## config.mk

```make
export PLATFORM = sky130hd
export DESIGN_NAME = imem_load_controller
export DESIGN_NICKNAME = d
export VERILOG_FILES = /design/src/rtl/imem_load_controller.sv
export SDC_FILE = /design/constraint.sdc
export NUM_CORES = 1
export LEC_CHECK = 0
export ABC_AREA = 1
export CELL_PAD_IN_SITES_DETAIL_PLACEMENT = 1
export CELL_PAD_IN_SITES_GLOBAL_PLACEMENT = 1
export CORE_MARGIN = 8
export CORE_UTILIZATION = 25
export CTS_BUF_LIST = sky130_fd_sc_hd__clkbuf_4
export CTS_CLUSTER_DIAMETER = 50
export DETAILED_ROUTE_END_ITERATION = 16
export PLACE_DENSITY_LB_ADDON = 0.1
export SLEW_MARGIN = 20
export SYNTH_ARGS = -nofsm -noshare
export SYNTH_HDL_FRONTEND = slang
export SYNTH_SLANG_ARGS = --single-unit
```

## constraint.sdc

```tcl
create_clock -name clk -period 2.35 [get_ports clk]
set_input_delay 0.235 -clock clk [delete_from_list [all_inputs] [get_ports clk]]
set_output_delay 0.235 -clock clk [all_outputs]
set_load 0.05 [all_outputs]
```

## src/rtl/imem_load_controller.sv

```systemverilog
// UART boot loader for instruction memory: 32-bit little-endian length, payload packed into words, then release the core.
// Optional trailing XOR checksum byte when IMEM_LOAD_CHECKSUM_EN is defined.
module imem_load_controller #(
  parameter int unsigned MAX_BYTES = 4096
) (
  input  logic        clk,
  input  logic        rst,
  input  logic        rx_valid,
  input  logic [7:0]  rx_data,
  input  logic        reload_req,
  input  logic [31:0] fetch_addr,
  output logic [31:0] mem_addr,
  output logic        mem_we,
  output logic [31:0] mem_wdata,
  output logic        cpu_run,
  output logic        load_error
);

  localparam logic [2:0] ST_LEN  = 3'd0;
  localparam logic [2:0] ST_DATA = 3'd1;
  localparam logic [2:0] ST_RUN  = 3'd3;
  localparam logic [2:0] ST_ERR  = 3'd4;
`ifdef IMEM_LOAD_CHECKSUM_EN
  localparam logic [2:0] ST_CHK  = 3'd2;
  localparam logic [2:0] ST_DONE = ST_CHK;
`else
  localparam logic [2:0] ST_DONE = ST_RUN;
`endif

  logic [2:0]  state_q, state_d;
  logic [31:0] len_q, len_d;
  logic [31:0] byte_cnt_q, byte_cnt_d;
  logic [29:0] word_idx_q, word_idx_d;
  logic [31:0] pack_q, pack_d;
  logic [31:0] wdata_q, wdata_d;
  logic        we_q, we_d;
  logic        done_q, done_d;
`ifdef IMEM_LOAD_CHECKSUM_EN
  logic [7:0]  xor_q, xor_d;
`endif

  logic [31:0] packed_word;
  logic [31:0] len_next;
  logic [31:0] byte_cnt_inc;
  logic        last_byte;

  assign packed_word  = pack_q | (32'(rx_data) << {byte_cnt_q[1:0], 3'b000});
  assign len_next     = {rx_data, len_q[31:8]};
  assign byte_cnt_inc = byte_cnt_q + 32'd1;
  assign last_byte    = (byte_cnt_inc == len_q);

  always_comb begin
    state_d    = state_q;
    len_d      = len_q;
    byte_cnt_d = byte_cnt_q;
    word_idx_d = word_idx_q;
    pack_d     = pack_q;
    wdata_d    = wdata_q;
    we_d       = 1'b0;
    done_d     = done_q;
`ifdef IMEM_LOAD_CHECKSUM_EN
    xor_d      = xor_q;
`endif
    if (we_q) word_idx_d = word_idx_q + 30'd1;

    case (state_q)
      ST_LEN: begin
        if (rx_valid) begin
          len_d      = len_next;
          byte_cnt_d = byte_cnt_inc;
          if (byte_cnt_q == 32'd3) begin
            byte_cnt_d = '0;
            if (len_next > 32'(MAX_BYTES)) state_d = ST_ERR;
            else if (len_next == 32'd0)    state_d = ST_DONE;
            else                           state_d = ST_DATA;
          end
        end
      end
      ST_DATA: begin
        // done_q marks the write cycle of the final word; leave DATA only after it.
        if (done_q) begin
          done_d  = 1'b0;
          state_d = ST_DONE;
`ifdef IMEM_LOAD_CHECKSUM_EN
          if (rx_valid) state_d = (rx_data == xor_q) ? ST_RUN : ST_ERR;
`endif
        end else if (rx_valid) begin
          byte_cnt_d = byte_cnt_inc;
`ifdef IMEM_LOAD_CHECKSUM_EN
          xor_d      = xor_q ^ rx_data;
`endif
          if (byte_cnt_q[1:0] == 2'd3 || last_byte) begin
            we_d    = 1'b1;
            wdata_d = packed_word;
            pack_d  = '0;
            done_d  = last_byte;
          end else begin
            pack_d  = packed_word;
          end
        end
      end
`ifdef IMEM_LOAD_CHECKSUM_EN
      ST_CHK: begin
        if (rx_valid) state_d = (rx_data == xor_q) ? ST_RUN : ST_ERR;
      end
`endif
      default: ;
    endcase

    if (reload_req) begin
      state_d    = ST_LEN;
      len_d      = '0;
      byte_cnt_d = '0;
      word_idx_d = '0;
      pack_d     = '0;
      we_d       = 1'b0;
      done_d     = 1'b0;
`ifdef IMEM_LOAD_CHECKSUM_EN
      xor_d      = '0;
`endif
    end
  end

  always_ff @(posedge clk) begin
    if (rst) begin
      state_q    <= ST_LEN;
      len_q      <= '0;
      byte_cnt_q <= '0;
      word_idx_q <= '0;
      pack_q     <= '0;
      wdata_q    <= '0;
      we_q       <= 1'b0;
      done_q     <= 1'b0;
`ifdef IMEM_LOAD_CHECKSUM_EN
      xor_q      <= '0;
`endif
    end else begin
      state_q    <= state_d;
      len_q      <= len_d;
      byte_cnt_q <= byte_cnt_d;
      word_idx_q <= word_idx_d;
      pack_q     <= pack_d;
      wdata_q    <= wdata_d;
      we_q       <= we_d;
      done_q     <= done_d;
`ifdef IMEM_LOAD_CHECKSUM_EN
      xor_q      <= xor_d;
`endif
    end
  end

  // A reload arriving during a write cycle suppresses that write.
  assign mem_we     = we_q & ~reload_req;
  assign mem_wdata  = wdata_q;
  assign cpu_run    = (state_q == ST_RUN);
  assign load_error = (state_q == ST_ERR);
  assign mem_addr   = cpu_run ? fetch_addr : {word_idx_q, 2'b00};

endmodule
```

Word-level counts from Yosys, hierarchy flattened
Index checks and enable logic that the tools add are counted.
Widths: inputs -> output; s select.
{"block": "word_totals", "ff_bits": 163, "elab_cells": 57, "out_inout_bits": 67, "inputBits": 44}
{"block": "op_classes", "bitwise": 6, "n_lt_le_gt_ge": 1, "shift": 1, "eq_ne": 11, "n_reduce_logical": 11, "n_addsub": 2, "n_mux": 17}
{"operator": "$mux 32", "count": 6}
{"operator": "$pmux 32 s2", "count": 1}
{"operator": "$add 32x1->32 const B", "count": 1}
{"operator": "$eq 32x2->1 const B", "count": 1}
{"operator": "$eq 32x32->1", "count": 1}
{"operator": "$gt 32x13->1 const B", "count": 1}
{"operator": "$logic_not 32->1", "count": 1}
{"operator": "$or 32x32->32", "count": 1}
{"operator": "$shl 8x5->32", "count": 1}
{"operator": "$add 30x1->30 const B", "count": 1}
{"operator": "$mux 3", "count": 4}
{"operator": "$reduce_and 4->1", "count": 3}
{"operator": "$ne 2x2->1 const B", "count": 5}
{"operator": "$pmux 3 s2", "count": 1}
{"operator": "$reduce_or 5->1", "count": 1}
{"operator": "$mux 1", "count": 4}
{"operator": "$not 1->1", "count": 4}
{"operator": "$eq 3x1->1 const B", "count": 1}
{"operator": "$eq 3x2->1 const B", "count": 1}
{"operator": "$eq 3x3->1 const B", "count": 1}
{"operator": "$logic_not 3->1", "count": 1}
{"operator": "$reduce_and 3->1", "count": 1}
{"operator": "$eq 2x2->1 const B", "count": 1}
{"operator": "$mux 2", "count": 1}
{"operator": "other kinds (5)", "count": 5}

Logic depth before layout (Yosys ltp)
Gate-level depths: netlist of the first run.
{"block": "logic_depth", "word_depth": 6, "depth_mapped": 20}

Worst setup path before layout of the first run
No wires, ideal clock.
{"block": "synth_path", "path_kind": "reg2out", "startpoint": "reg state_q[0]", "endpoint": "out mem_addr[27]", "t_arrival_ns": 2.252, "t_required_ns": 2.115, "path_stages_with_launch": 6, "slack_ns": -0.137, "path_cell_list": "dfxtp_1 -> inv_1 -> nor3_1 -> clkbuf_1 -> clkbuf_1 -> o21ai_0"}
{"block": "synth_between", "elab_chain_cells": 2}
{"item": "start: declaration", "line_no": "30", "rtl": "logic [2:0] state_q, state_d;"}
{"item": "start signal: assignment", "line_no": "138", "rtl": "state_q <= state_d;"}
{"item": "$eq 3x2->1", "line_no": "155", "rtl": "assign cpu_run = (state_q == ST_RUN);"}
{"item": "net cpu_run", "line_no": "15", "rtl": "output logic cpu_run,"}
{"item": "$mux 32", "line_no": "157", "rtl": "assign mem_addr = cpu_run ? fetch_addr : {word_idx_q, 2'b00};"}
{"item": "end: declaration", "line_no": "12", "rtl": "output logic [31:0] mem_addr,"}
The timed path passes the listed nets, and every way through them passes these cells.

Final worst setup path of the first run
{"block": "layout_path", "startpoint": "reg byte_cnt_q[1]", "endpoint": "reg wdata_q[11] (netlist: mem_wdata[11])"}
{"block": "layout_between", "elab_chain_cells": 4, "elab_cells_between_ends": 7}
{"item": "start: declaration", "line_no": "32", "rtl": "logic [31:0] byte_cnt_q, byte_cnt_d;"}
{"item": "start signal: assignment", "line_no": "140", "rtl": "byte_cnt_q <= byte_cnt_d;"}
{"item": "$add 32x1->32", "line_no": "49", "rtl": "assign byte_cnt_inc = byte_cnt_q + 32'd1;"}
{"item": "$eq 32x32->1", "line_no": "50", "rtl": "assign last_byte = (byte_cnt_inc == len_q);"}
{"item": "$logic_or 1x1->1", "line_no": "92", "rtl": "if (byte_cnt_q[1:0] == 2'd3 || last_byte) begin"}
{"item": "$reduce_and 4->1 (no line)"}
{"item": "end signal: assignment", "line_no": "143", "rtl": "wdata_q <= wdata_d;"}
{"item": "end: declaration", "line_no": "35", "rtl": "logic [31:0] wdata_q, wdata_d;"}
Parallel ways exist; a longest one is shown, timed or not.
A chain may end at the register's enable or synchronous reset.

==> impl_metrics.tcl, run 1 <==
set metrics [dict create \
    crit_type "flop to flop" \
    drc 0 \
    setup_viol 66 \
    start_util_pct 25.42 \
    synth_edf_count 0 \
    slew_headroom_pct 58.05 \
    die_h_um 206.4 \
    cts_tree "done" \
    cts_buffer_depth 2 \
    final_cells 2203 \
    async_reset_ff_share_pct 0 \
    outcome "complete, but fails checks" \
    core_um2 35660 \
    ir_drop_uv 250.7 \
    timing.final.crit_period_ns 2.641 \
    fin_crit_sh_pct 112.4 \
    synth_xor_area_share_pct 0.2899 \
    ys_seq_area_share_pct 36.01 \
    nets 1773 \
    cts_root_buffer "clkbuf_4" \
    pin_count 111 \
    design.die.area_um2 42600 \
    critical_path_arrival_ns 3.20 \
    met2_usage_pct 30.74 \
    grt-ovfl-total 0 \
    synthCells 1439 \
    critPathMaxFanout 8 \
    grt.busiest_layer "met2" \
    final_max_slew_viol_count 0 \
    ys_seq_elements 163 \
    clock_sink_count 163 \
    tns_ns -16.15 \
    finClkSkew_ns 0.02812 \
    fillers 4473 \
    wl_um 38920 \
    power_density_nw_per_um2 373.7 \
    grtUsageTotal_pct 18.28 \
    vias 10240 \
    synthTopCellsByCount "407 x nand2_1, 193 x nor2_1, 171 x inv_1" \
    synth_top_family_by_area "simple AND/OR/NAND/NOR gates" \
    synth_compound_area_share_pct 13.85 \
    ctsHoldBuffers 0 \
    numPortBuffers 110 \
    clkLatencyLatePin_ns 0.62 \
    met1_usage_pct 23.95 \
    synthAdderAreaFrac_pct 0.2761 \
    synthSimpleGateAreaFrac_pct 39.50 \
    syn2layout_area_growth_pct 51.82 \
    synth_top_cell_area_share_pct 36.01 \
    required_ns 2.91 \
    grt_pass1_wl_um 60150 \
    ys_types 34 \
    finalHoldViolations 0 \
    grt_pass1_vias 10860 \
    total_power_uw 5141 \
    yosys_warnings 0 \
    setup_slack_ns -0.2907 \
    rows 69 \
    dr.pass1.iters 4 \
    grt_use_met3_pct 3.589 \
    violations "negative setup slack" \
    drt_iter0_drc 402 \
    max_freq_mhz 378.7 \
    min_path_type "input port to flop" \
    synthMuxAreaShare_pct 0 \
    clk_pin_slew_worst_paths_ns 0.17 \
    yosysMostFrequentCell "nand2_1" \
    wl_per_cell_um 17.67 \
    startpoint_type "flop" \
    leakage_uw 0.005777 \
    cap_violations 0 \
    syn-cell-area_um2 9062 \
    syn-num-nets 1485 \
    cts_made_buffers 17 \
    place_hpwl_um 28630 \
    drive_above_1_share_pct 28.68 \
    dp_slack_ns -0.4016 \
    place_congestion 0.8665 \
    worstMarginPinSlew_ns 0.6285 \
    detail-route-antenna-nets 0 \
    die_w_um 206.4 \
    viasPerCell 4.647 \
    antenna_found_initial 2 \
    rsz0062_at_grt "true" \
    synth.largest_area_cell "dfxtp_1" \
    syn_avg_cell_area_um2 6.298 \
    synth.area.top_cells "dfxtp_1 36%, nand2_1 17%, nor2_1 8.0%, inv_1 7.1%, nand3_1 5.9%" \
    cp-end-kind "flop" \
    htree_levels 4 \
    place_inst 2134 \
    synthFlopType "dfxtp_1" \
    grt_max_degree 34 \
    holdWs_ns 0.3755 \
]
## power by group
part	switching, uW	internal (uW)
registers	28.0	2780
clock network	1230	660
logic	275	171
total	1530	3610
## layout by cell type, fill, tap and decap left out, types with 37 or more instances in the layout
master           instances
nor2_2                  49
clkdlybuf4s50_1         75
nand2_2                 46
buf_12                  41
inv_1                  163
dfxtp_1                145
nand2_1                359
buf_4                  175
nand3_1                 83
nand3_2                 37
nor2_1                 135
a21oi_1                 84
o21ai_0                 78
## path summary, 6_finish.rpt
kind,to,slack [ns],depth (start not counted),from
setup / recovery,mem_wdata[11]$_SDFFE_PP0P_,-0.29,20,byte_cnt_q[1]$_SDFFE_PP0P_
hold / removal,len_q[30]$_SDFFE_PP0P_,0.38,3,rx_data[6]
setup reg to reg,mem_wdata[11]$_SDFFE_PP0P_,-0.29,20,byte_cnt_q[1]$_SDFFE_PP0P_
hold reg to reg,state_q[1]$_SDFFE_PP0P_,0.50,2,state_q[1]$_SDFFE_PP0P_
## registers in the layout, indices dropped and copies added (netlist names)
name        cells
we_q            1
mem_wdata      32
byte_cnt_q     32
len_q          32
state_q         3
pack_q         32
word_idx_q     30
done_q          1
## cell type report
type	count	area, um^2	area share (%)
Antenna cell	2	5.005	0.03638
Clock buffer	17	127.6	0.9276
Timing Repair Buffer	319	3324	24.16
Inverter	175	663.1	4.820
Clock inverter	15	166.4	1.210
Tap cell	461	576.8	4.192
Sequential cell	163	3298	23.97
Multi-Input combinational cell	1051	5597	40.68
## metal layers
layer | wire (um) | vias to the layer above
met2 | 18690 | 108
met1 | 18500 | 4896
met4 | 527 | 2
met5 | 13 | -
met3 | 1186 | 29
li1 | - | 5203
## cell families after synthesis
| group | after synthesis |
|---|---|
| AOI/OAI and AO/OA | 231 |
| xor gates and xnor gates | 3 |
| DFF | 163 |
| buffers and inverters | 225 |
| and+or+nand+nor | 815 |
| adders and majority gates | 2 |
## critical path, stage by stage, from the launching register on
cell and delay [ns]:
dfxtp_4 0.42, ha_4 0.16, nand2_4 0.05, nor2_4 0.15, buf_6 0.13, nand2_8 0.06, nor2_4 0.13, buf_12 0.14
nand2_4 0.05, nand3_2 0.05, nand2_1 0.06, nor2_1 0.10, nand2_1 0.09, nor2_2 0.18, nand2_2 0.09, nor2_4 0.16
nand2_8 0.13, clkbuf_16 0.20, nand3_2 0.05, nand2_1 0.05, nor2_1 0.11
## through the flow
stage | area (um^2) | utilization (%)
CTS | 13060 | 36.62
finish | 13760 | 38.59
detailed placement | 12170 | 34.12
global placement | 12170 | 34.12
global route | 13760 | 38.59
floorplan | 9062 | -
## timing repair
| action | CTS | global route |
|---|---|---|
| cloned | 5 | 3 |
| endpoints found under the setup margin | 104 | 109 |
| setup buffers | 14 | 14 |
| gates resized for setup | 132 | 137 |
| pin swaps | 12 | 44 |
Power figures use the tool's default switching activity.
==> run 2, diff against run 1 <==
==> constraint.sdc (replaced) <==
create_clock -name clk -period 2.35 [get_ports clk]
set_input_delay 0.235 -clock clk [delete_from_list [all_inputs] [get_ports clk]]
set_output_delay 0.235 -clock clk [all_outputs]
set_load 0.1 [all_outputs]
==> run 2 against run 1 <==
  * The run still ends with negative setup slack left
  * First-iteration DRC count down 0.75%
  * Clock-buffer cell count unchanged
  * Global-route usage about the same
  * Critical path depth down 1
  * Register-to-register slack about the same
  * Largest power group unchanged
  * Sequential power about the same
  * Combinational power up 3%
  * Clock power down 5%
  * Cell count up 0.18%
==> impl_metrics.tcl, run 2 (synthesis results as in run 1) <==
set metrics [dict create \
    grtUsageTotal_pct 18.24 \
    required_ns 2.94 \
    setup_slack_ns -0.2855 \
    slew_headroom_pct 61.31 \
    detail-route-antenna-nets 0 \
    pin_count 111 \
    fillers 4479 \
    grt_max_degree 35 \
    viasPerCell 4.632 \
    startpoint "byte_cnt_q[1]$_SDFFE_PP0P_" \
    cpLargestDelayFamily "simple AND/OR/NAND/NOR gates" \
    path_buf_inv 2 \
    fin_crit_sh_pct 112.1 \
    place_hpwl_um 29230 \
    core_um2 35660 \
    crit_cells 19 \
    clk_pin_slew_worst_paths_ns 0.17 \
    rrSetupSlack_ns -0.29 \
    cap_violations 0 \
    place_congestion 0.8287 \
    outcome "complete, but fails checks" \
    path_common_cell "nand2_4" \
    clock_sink_count 163 \
    die_h_um 206.4 \
    crit_type "flop to flop" \
    numPortBuffers 110 \
    clkLatencyLatePin_ns 0.65 \
    critPathCapture "mem_wdata[18]$_SDFFE_PP0P_" \
    violations "negative setup slack" \
    syn2layout_area_growth_pct 51.30 \
    cpPeakStageDelay_ns 0.42 \
    die_w_um 206.4 \
    drt_iter0_drc 399 \
    rows 69 \
    critical_path_arrival_ns 3.23 \
    rr_startpoint "byte_cnt_q[1]$_SDFFE_PP0P_" \
    path_cells "ha_4 > nand2_4 > nor2_4 > nand2_2 > nor2_4 > buf_12 > nand2_4 > nand2_4 > nand2_2 > nand2_1 > nand2_1 > nor2_1 > nand3b_1 > nor2_4 > nand2_4 > clkbuf_16 > nand3_1 > nand2_1 > nor2_1" \
    wl_per_cell_um 17.68 \
    r2r_end "mem_wdata[18]$_SDFFE_PP0P_" \
    grt-ovfl-total 0 \
    nets 1776 \
    ir_drop_uv 270.6 \
    critPathMaxFanout 8 \
    final_cells 2207 \
    final_common_cell "nand2_1" \
    wl_um 39020 \
    cts_root_buffer "clkbuf_4" \
    cts_buffer_depth 2 \
    cp-end-kind "flop" \
    antenna_found_initial 2 \
    start_util_pct 25.42 \
    rsz0062_at_grt "true" \
    min_path_type "input port to flop" \
    startpoint_type "flop" \
    finalHoldViolations 0 \
    drc 0 \
    leakage_uw 0.005942 \
    cts_tree "done" \
    power_density_nw_per_um2 370.1 \
    worstMarginPinSlew_ns 0.5750 \
    htree_levels 4 \
    reg2regPathDepth 19 \
    grt_pass1_vias 10820 \
    drive_above_1_share_pct 30.92 \
    finClkSkew_ns 0.03442 \
    final_cell_mix "362 x nand2_1, 215 x buf_4, 166 x inv_1, 146 x dfxtp_1, 123 x nor2_1" \
    total_power_uw 5075 \
    timing.final.crit_period_ns 2.635 \
    cts_made_buffers 17 \
    vias 10220 \
    tns_ns -16.23 \
    design.die.area_um2 42600 \
    cpMaxStageDelayCell "dfxtp_4" \
    grt_pass1_wl_um 60220 \
    place_inst 2134 \
    final_max_slew_viol_count 0 \
    dr.pass1.iters 5 \
    setup_viol 73 \
    max_freq_mhz 379.4 \
    finish.utilization_pct 38.46 \
]
-- run 2: cell types whose count changed in the layout (fill, tap and decap cells not counted), sizes merged --
cell           delta
buf              +30
bufinv            -2
clkbuf            +6
clkdlybuf4s50    -32
clkinv            +1
clkinvlp          -1
diode             +1
dlygate4sd2       -1
inv               +2
-- run 2: cell type report --
cell class	count	area [um^2]	share of cell area, %
clock buffers	17	127.6	0.9307
flip-flops and latches	163	3289	23.99
well taps	461	576.8	4.207
multi-input cells	1051	5539	40.40
clock inverters	15	160.2	1.168
diodes	3	7.507	0.05475
inverters	175	659.4	4.809
repair buffers	322	3352	24.45
-- run 2: stage by stage --
stage	hold WS [ns]	instance area (um^2)	setup WS, ns
global route	0.3564	13710	-0.4492
global placement	0.4548	12230	-0.4029
finish	0.3793	13710	-0.2855
detailed placement	0.4645	12230	-0.4219
CTS	0.3244	13250	-0.1980
floorplan	0.4228	9096	-0.6044
-- run 2: routing by layer --
layer / vias up / routed length, um / share of wire (%) / track usage, %
li1: 5186 / - / - / -
met1: 4861 / 18590 / 48 / 23.54
met2: 139 / 18420 / 47 / 30.81
met3: 36 / 1322 / 3.4 / 3.636
met4: 0 / 683 / 1.8 / 4.420
met5: - / 0 / 0 / 0
-- run 2: where the power goes --
| part | switching, uW | leakage, uW | internal (uW) |
|---|---|---|---|
| clock network | 1310 | 0.000151 | 488 |
| logic | 273 | 0.00447 | 187 |
| registers | 28.0 | 0.00133 | 2790 |
| total | 1610 | 0.00594 | 3460 |
-- run 2: worst min-delay path, cell delays in order --
cell and delay, ns:
clkdlybuf4s50_1 0.51, o21ai_0 0.22, a21oi_1 0.04
-- run 2: how the worst min path moves through the flow --
stage / cells after the start / startpoint / slack, ns / end
final: 3 / rx_data[5] / 0.38 / len_q[29]$_SDFFE_PP0P_
after detailed placement: 2 / done_q$_SDFFE_PP0P_ / 0.46 / done_q$_SDFFE_PP0P_
after floorplan: 3 / rst / 0.42 / mem_wdata[0]$_SDFFE_PP0P_
after global placement: 2 / done_q$_SDFFE_PP0P_ / 0.45 / done_q$_SDFFE_PP0P_
after global routing: 3 / rx_data[5] / 0.36 / len_q[29]$_SDFFE_PP0P_
after CTS: 3 / rx_data[5] / 0.32 / len_q[29]$_SDFFE_PP0P_
-- run 2: what timing repair did --
action                                  in CTS  in global routing
setup buffers                               23                 11
endpoints found under the setup margin      98                104
hold buffers                                 0                  0
resized for setup                          120                118
gates cloned                                 7                  6
pin swaps                                   14                 33
